### src/rtl/gibbs_sched.sv
// Gibbs sampling scheduler for an RBM accelerator.
// Walks every hidden unit (H-phase), then every visible unit (V-phase), for k
// Gibbs steps. For each unit it requests partial sums from the RBM core,
// waits for the AGS core to return a sampled state, and writes that state
// into the hidden or visible bank of the state buffer.
module gibbs_sched #(
  parameter int NUM_HID = 32,
  parameter int NUM_VIS = 32,
  parameter int TIMEOUT = 64
) (
  input  logic       clk,
  input  logic       rst,
  input  logic       start,
  input  logic [3:0] cfg_k,
  input  logic       abort,
  output logic       ps_req,
  input  logic       ps_ack,
  output logic       ags_en,
  output logic       ags_sel,
  input  logic       state_in,
  input  logic       state_in_en,
  output logic [4:0] unit_idx,
  output logic       st_wr_en,
  output logic       st_wr_bank,
  output logic [4:0] st_wr_addr,
  output logic       st_wr_data,
  output logic [3:0] step,
  output logic       busy,
  output logic       done,
  output logic       err
);

  localparam int CW = $clog2(TIMEOUT + 1);
  localparam logic [4:0]    LAST_H = 5'(NUM_HID - 1);
  localparam logic [4:0]    LAST_V = 5'(NUM_VIS - 1);
  localparam logic [CW-1:0] WLAST  = CW'(TIMEOUT - 1);

  typedef enum logic [2:0] {
    IDLE,
    REQ,
    WAIT,
    WRITE,
    DONE
  } state_t;

  state_t        state, state_n;
  logic          phase, phase_n;
  logic [4:0]    unit_q, unit_n;
  logic [3:0]    step_q, step_n;
  logic [3:0]    k_q, k_n;
  logic [CW-1:0] wcnt, wcnt_n;
  logic          data_q, data_n;
  logic          err_q, err_n;
  logic [4:0]    last;

  assign last = phase ? LAST_V : LAST_H;

  // State register
  always_ff @(posedge clk or posedge rst) begin
    if (rst) begin
      state <= IDLE;
    end else begin
      state <= state_n;
    end
  end

  // Run context: phase, unit index, step count, k, wait counter, sample, err
  always_ff @(posedge clk or posedge rst) begin
    if (rst) begin
      phase  <= 1'b0;
      unit_q <= '0;
      step_q <= '0;
      k_q    <= 4'd1;
      wcnt   <= '0;
      data_q <= 1'b0;
      err_q  <= 1'b0;
    end else begin
      phase  <= phase_n;
      unit_q <= unit_n;
      step_q <= step_n;
      k_q    <= k_n;
      wcnt   <= wcnt_n;
      data_q <= data_n;
      err_q  <= err_n;
    end
  end

  // Next-state and run-context update; abort overrides every transition
  always_comb begin
    state_n = state;
    phase_n = phase;
    unit_n  = unit_q;
    step_n  = step_q;
    k_n     = k_q;
    wcnt_n  = wcnt;
    data_n  = data_q;
    err_n   = 1'b0;

    if (abort && (state != IDLE)) begin
      state_n = IDLE;
    end else begin
      unique case (state)
        IDLE: begin
          if (start) begin
            k_n     = (cfg_k == 4'd0) ? 4'd1 : cfg_k;
            step_n  = '0;
            unit_n  = '0;
            phase_n = 1'b0;
            state_n = REQ;
          end
        end
        REQ: begin
          if (ps_ack) begin
            wcnt_n  = '0;
            state_n = WAIT;
          end
        end
        WAIT: begin
          wcnt_n = wcnt + 1'b1;
          // A sample arriving on the timeout cycle still counts as valid.
          if (state_in_en) begin
            data_n  = state_in;
            state_n = WRITE;
          end else if (wcnt == WLAST) begin
            err_n   = 1'b1;
            state_n = IDLE;
          end
        end
        WRITE: begin
          if (unit_q < last) begin
            unit_n  = unit_q + 5'd1;
            state_n = REQ;
          end else if (!phase) begin
            unit_n  = '0;
            phase_n = 1'b1;
            state_n = REQ;
          end else begin
            step_n  = step_q + 4'd1;
            unit_n  = '0;
            phase_n = 1'b0;
            state_n = ((step_q + 4'd1) == k_q) ? DONE : REQ;
          end
        end
        DONE: begin
          state_n = IDLE;
        end
        default: begin
          state_n = IDLE;
        end
      endcase
    end
  end

  // Outputs decoded from state; abort suppresses the write and done strobes
  always_comb begin
    ps_req     = 1'b0;
    ags_en     = 1'b0;
    st_wr_en   = 1'b0;
    done       = 1'b0;
    busy       = (state != IDLE);
    ags_sel    = phase;
    unit_idx   = unit_q;
    st_wr_bank = phase;
    st_wr_addr = unit_q;
    st_wr_data = data_q;
    step       = step_q;
    err        = err_q;
    unique case (state)
      REQ: begin
        ps_req = 1'b1;
        ags_en = 1'b1;
      end
      WAIT: begin
        ags_en = 1'b1;
      end
      WRITE: begin
        st_wr_en = !abort;
      end
      DONE: begin
        done = !abort;
      end
      default: begin
      end
    endcase
  end

endmodule

### config.mk
export PLATFORM = sky130hd
export DESIGN_NAME = gibbs_sched
export DESIGN_NICKNAME = d
export VERILOG_FILES = /design/src/rtl/gibbs_sched.sv
export SDC_FILE = /design/constraint.sdc
export NUM_CORES = 1
export LEC_CHECK = 0
export ABC_AREA = 1
export CORE_MARGIN = 2
export CORE_UTILIZATION = 45
export DETAILED_ROUTE_END_ITERATION = 8
export GPL_TIMING_DRIVEN = 0
export PLACE_DENSITY = 0.75
export SYNTH_ARGS = -nofsm -noshare
export SYNTH_HDL_FRONTEND = slang
export SYNTH_SLANG_ARGS = --single-unit
### constraint.sdc
create_clock -name clk -period 1.5 [get_ports clk]
set_clock_uncertainty 0.05 [all_clocks]
set_input_delay 0.375 -clock clk [delete_from_list [all_inputs] [get_ports clk]]
set_output_delay 0.375 -clock clk [all_outputs]
set_load 0.005 [all_outputs]
# [Yosys cells after proc, flatten, opt, wreduce, memory -nomap -nowiden]
# Cells that the tools add are included.
[op_classes] addsub=3 multipliers=0 n_div=0 order_cmp=1 eq_ne=13 shift=0 n_mux=31 n_bitwise=1 reduce_logical=15
[ops] operator="two-way mux 3 bit" n=8
[ops] operator="two-way mux 4 bit" n=4
[ops] operator="AND reduction 3 bit" n=5
[ops] operator="case mux 7 bit (2 select lines)" n=1
[ops] operator="case mux 3 bit (4 select lines)" n=1
[ops] operator="two-way mux 1 bit" n=11
[ops] operator="two-way mux 5 bit" n=2
[ops] operator="case mux 5 bit (2 select lines)" n=1
[ops] operator="!= test 2 bit (second input constant)" n=4
[ops] operator="case mux 4 bit (2 select lines)" n=1
[ops] operator="adder 7 x 1 -> 7 bit (second input constant)" n=1
[ops] operator="equality test 7 x 6 -> 1 bit (second input constant)" n=1
[ops] operator="two-way mux 7 bit" n=1
[ops] operator="equality test 3 x 2 -> 1 bit (second input constant)" n=2
[ops] operator="!= test 3 bit (second input constant)" n=2
[ops] operator="adder 5 x 1 -> 5 bit (second input constant)" n=1
[ops] operator="less-than comparator 5 bit (second input constant)" n=1
[ops] operator="AND reduction 5 bit" n=1
[ops] operator="adder 4 x 1 -> 4 bit (second input constant)" n=1
[ops] operator="equality test 4 bit" n=1
[ops] operator="zero test 4 bit" n=1
[ops] operator="!= test 4 bit (second input constant)" n=1
[ops] operator="AND reduction 4 bit" n=1
[ops] operator="nonzero test 2 bit" n=2
[ops] operator="other kinds (9)" n=9
[totals] ff_bits=26 latch_bits=0 ram_bits=0 rom_bits=0 in_bits=11 word_cells=72 mem_count=0

# [Logic depth before layout (Yosys ltp)]
[logic_depth] depth_word=7 depth_mapped=11

# [Worst setup path before layout]
# OpenSTA, ideal clock, no wires.
[synth_path] path_kind="reg2reg" start="register step_q[0] (netlist: step[0])" end="register state[0]" arrival_time_ps=1324 t_required_ps=1333 slack_ps=9 path_stages_with_launch=11 cell_sequence="dfrtp_1 -> ha_1 -> inv_1 -> nand2_1 -> nand3_1 -> nor2_1 -> nand3_1 -> o21bai_1 -> nand2_1 -> nand2_1 -> nand2_1"
[synth_between] elab_chain_len=7
[synth_rtl] item="start: declaration" line="49" source="logic [3:0] step_q, step_n;"
[synth_rtl] item="start signal: assignment" line="80" source="step_q <= step_n;"
[synth_rtl] item="adder 4 x 1 -> 4 bit" line="141" source="state_n = ((step_q + 4'd1) == k_q) ? DONE : REQ;"
[synth_rtl] item="equality test 4 bit" line="141"
[synth_rtl] item="two-way mux 3 bit" line="141"
[synth_rtl] item="two-way mux 3 bit" line="133" source="end else if (!phase) begin"
[synth_rtl] item="two-way mux 3 bit" line="130" source="if (unit_q < last) begin"
[synth_rtl] item="case mux 3 bit (4 select lines)" line="102" source="unique case (state)"
[synth_rtl] item="two-way mux 3 bit" line="99" source="if (abort && (state != IDLE)) begin"
[synth_rtl] item="end signal: assignment" line="63" source="state <= state_n;"
[synth_rtl] item="end: declaration" line="46" source="state_t state, state_n;"
# No other way between the ends.
# A chain may end at the register's enable or synchronous reset.

# [Final worst setup path]
[layout_path] start="register state[2]" end="output port ags_en"
[layout_between] elab_chain_len=3
[layout_rtl] item="equality test 3 x 2 -> 1 bit or equality test 3 x 1 -> 1 bit (tied branches)" line="168" source="unique case (state)"
[layout_rtl] item="OR reduction 2 bit (no line) *"
[layout_rtl] item="two-way mux 1 bit *" line="168"
[layout_rtl] item="end: declaration" line="18" source="output logic ags_en,"
# Mark *: on every way between the ends. The rest lies on a longest branch, timed or not.

==> reports/metrics.cfg <==
[outcome]
status=complete, but fails checks
violations=negative setup slack

[drt]
drt-initial-drc-count=170
ant_nets=0
via_per_inst=5.25
drc=0
first_pass_iters=4
routed_wl_microns=5280
vias=1738
routedWlPerCell_microns=16.0

[power]
finalPower_mw=3.54
irDropWorstVdd_uv=794
leakage_nw=1.30
p_per_area_nw_per_um2=1360

[critical_path]
path_class=flip-flop to output port
arrival_ns=1.40
cp_max_fo=3
start_kind=flip-flop
r2r-start=state[2]$_DFFE_PP0P_
endpoint_kind=output port
required_ns=1.07
cp-startpoint=state[2]$_DFFE_PP0P_

[floorplan]
ios=34
rows=21
core_sq_um=3280
fp.dieH_microns=62.2
die-area_sq_um=3870
start_util_pct=46.4
fp.dieW_microns=62.2

[sta]
drv_slew=0
setup_ws_ns=-0.327
whs_ns=0.359
tightest_slew_ns=0.578
setup_viol=29
hold_viol=0
fin_crit_sh_pct=122
rsz0062_at_grt=yes
period_minus_slack_ns=1.83
slew_headroom_pct=61.4
fmax_ghz=0.547
setup-tns-final_ns=-3.90

[yosys]
synth-simple-area-share_pct=29.1
synth.top_cell.area_share_pct=41.0
synth_area_leaders=dfrtp_1 41%, nand2_1 11%, inv_1 7.6%, nand3_1 4.9%, nor2_1 3.4%
synthAdderAreaFrac_pct=2.46
synthArstFlopShare_pct=100
syn_inst=194
synth_top_family_by_area=simple AND/OR/NAND/NOR gates
syn_area_sq_um=1530
ys_seq_area_share_pct=42.7
synthFlopType=dfrtp_1
synth-edff-count=0
yosysWarnings=0
yosys.cell_types.count=30
yosysTopAreaCell=dfrtp_1
synth_nets=208
synth_compound_area_share_pct=10.1
syn_avg_cell_area_sq_um=7.86
synthMuxAreaShare_pct=2.13
ys_seq_elements=26
synth-xor-area-share_pct=2.87

[place]
placed_cells=273
placed_area_sq_um=1910
gp_congestion=0.819
dp_hpwl_microns=2380
portBuffers=33
place_ws_ns=-0.573

[clocking]
cts-buffers-inserted=3
clkLatencyLatePin_ns=0.34
hold_buffers=0
cts_tree=built
cts.clk_slew.worst_paths_ns=0.16
cts_sinks=26
root_buffer=clkbuf_4
clockBufferDepth=2
htree_levels=1

[finish]
area_growth_pct=71.0
layout-drive-gt1-share_pct=51.2
stdcell_area_sq_um=2610
antenna_cells=0
final_util_pct=79.4
fin_cells=331
n_fill_cell=201
final_cell_mix=41 x buf_4, 33 x nand2_1, 25 x buf_6
nNetsFinal=300
layout_commonest_cell=buf_4

[grt]
grt_pass1_wl_microns=7490
grt.overflow.total=0
grt_use_total_pct=24.2
grt_max_degree=27
first_global_vias=1691
antenna_found_initial=0

[flow_run]
max-cap-violations=0

[min_path]
hold_path_class=primary input to async pin

[sequential cells by signal (all words and copies together), names as in the netlist]
name        count
st_wr_data      1
err             1
st_wr_addr      5
k_q             4
wcnt            7
state           3
step            4
ags_sel         1
[synth_stat cells (all sizes together), types with 2 or more instances]
master   n
ha       3
nand2   49
mux2     2
nor2    14
buf      6
nand3   15
nor3     6
xor2     4
o31ai    2
dfrtp   25
or2      3
nand4    3
a21oi    8
inv     31
o21ai   13
[cell type report]
| cell class | count | area, sq um | area share [%] |
|---|---|---|---|
| Timing Repair Buffer | 88 | 758 | 29.1 |
| Sequential cell | 26 | 658 | 25.2 |
| Clock buffer | 4 | 26.3 | 1.01 |
| Tap cell | 46 | 57.6 | 2.21 |
| Buffer | 4 | 41.3 | 1.58 |
| Multi-Input combinational cell | 132 | 937 | 35.9 |
| Inverter | 31 | 129 | 4.94 |
[worst max-delay path, stage by stage (launching register included)]
cell	delay, ns
dfrtp_2	0.46
buf_6	0.13
nor3_4	0.15
buf_6	0.13
inv_4	0.03
nand2_2	0.05
buf_2	0.11
[worst paths after layout]
kind	cells past startpoint	endpoint	slack [ns]
max	6	ags_en	-0.33
min	2	wcnt[5]$_DFFE_PP0P_	0.36
max reg2reg	7	step[0]$_DFFE_PP0P_	-0.27
min reg2reg	2	k_q[0]$_DFFE_PP1P_	0.47
max in group asynchronous	2	k_q[0]$_DFFE_PP1P_	0.67
min in group clk	2	k_q[0]$_DFFE_PP1P_	0.47
[cell families (layout without fill, tap and decap cells)]
logic type,count (synthesis),in the layout
XOR/XNOR,5,5
multiplexers,3,3
buffers and inverters,37,127
adder cells (fa/ha/maj),3,3
AO/OA/AOI/OAI,27,27
flip-flops,26,26
AND/OR/NAND/NOR,93,94
[what timing repair did]
item,in CTS,in global routing
endpoints found under the hold margin,0,0
pin swaps,17,17
endpoints found under the setup margin,40,36
gates cloned,0,1
buffers inserted,41,16
gates resized for setup,112,51
[power breakdown]
group / internal (mW) / switching, mW / total (mW)
combinational: 1.08 / 1.09 / 2.17
clock: 0.105 / 0.236 / 0.341
sequential: 0.873 / 0.160 / 1.03
total: 2.06 / 1.49 / 3.54
[layer usage]
layer / part of all wire (%) / GRT usage (%)
met5: 0 / 0
met4: 3.1 / 8.61
met3: 5.5 / 2.90
met2: 52 / 44.3
met1: 39 / 29.2
No activity file was read; power rests on OpenSTA's default activity.
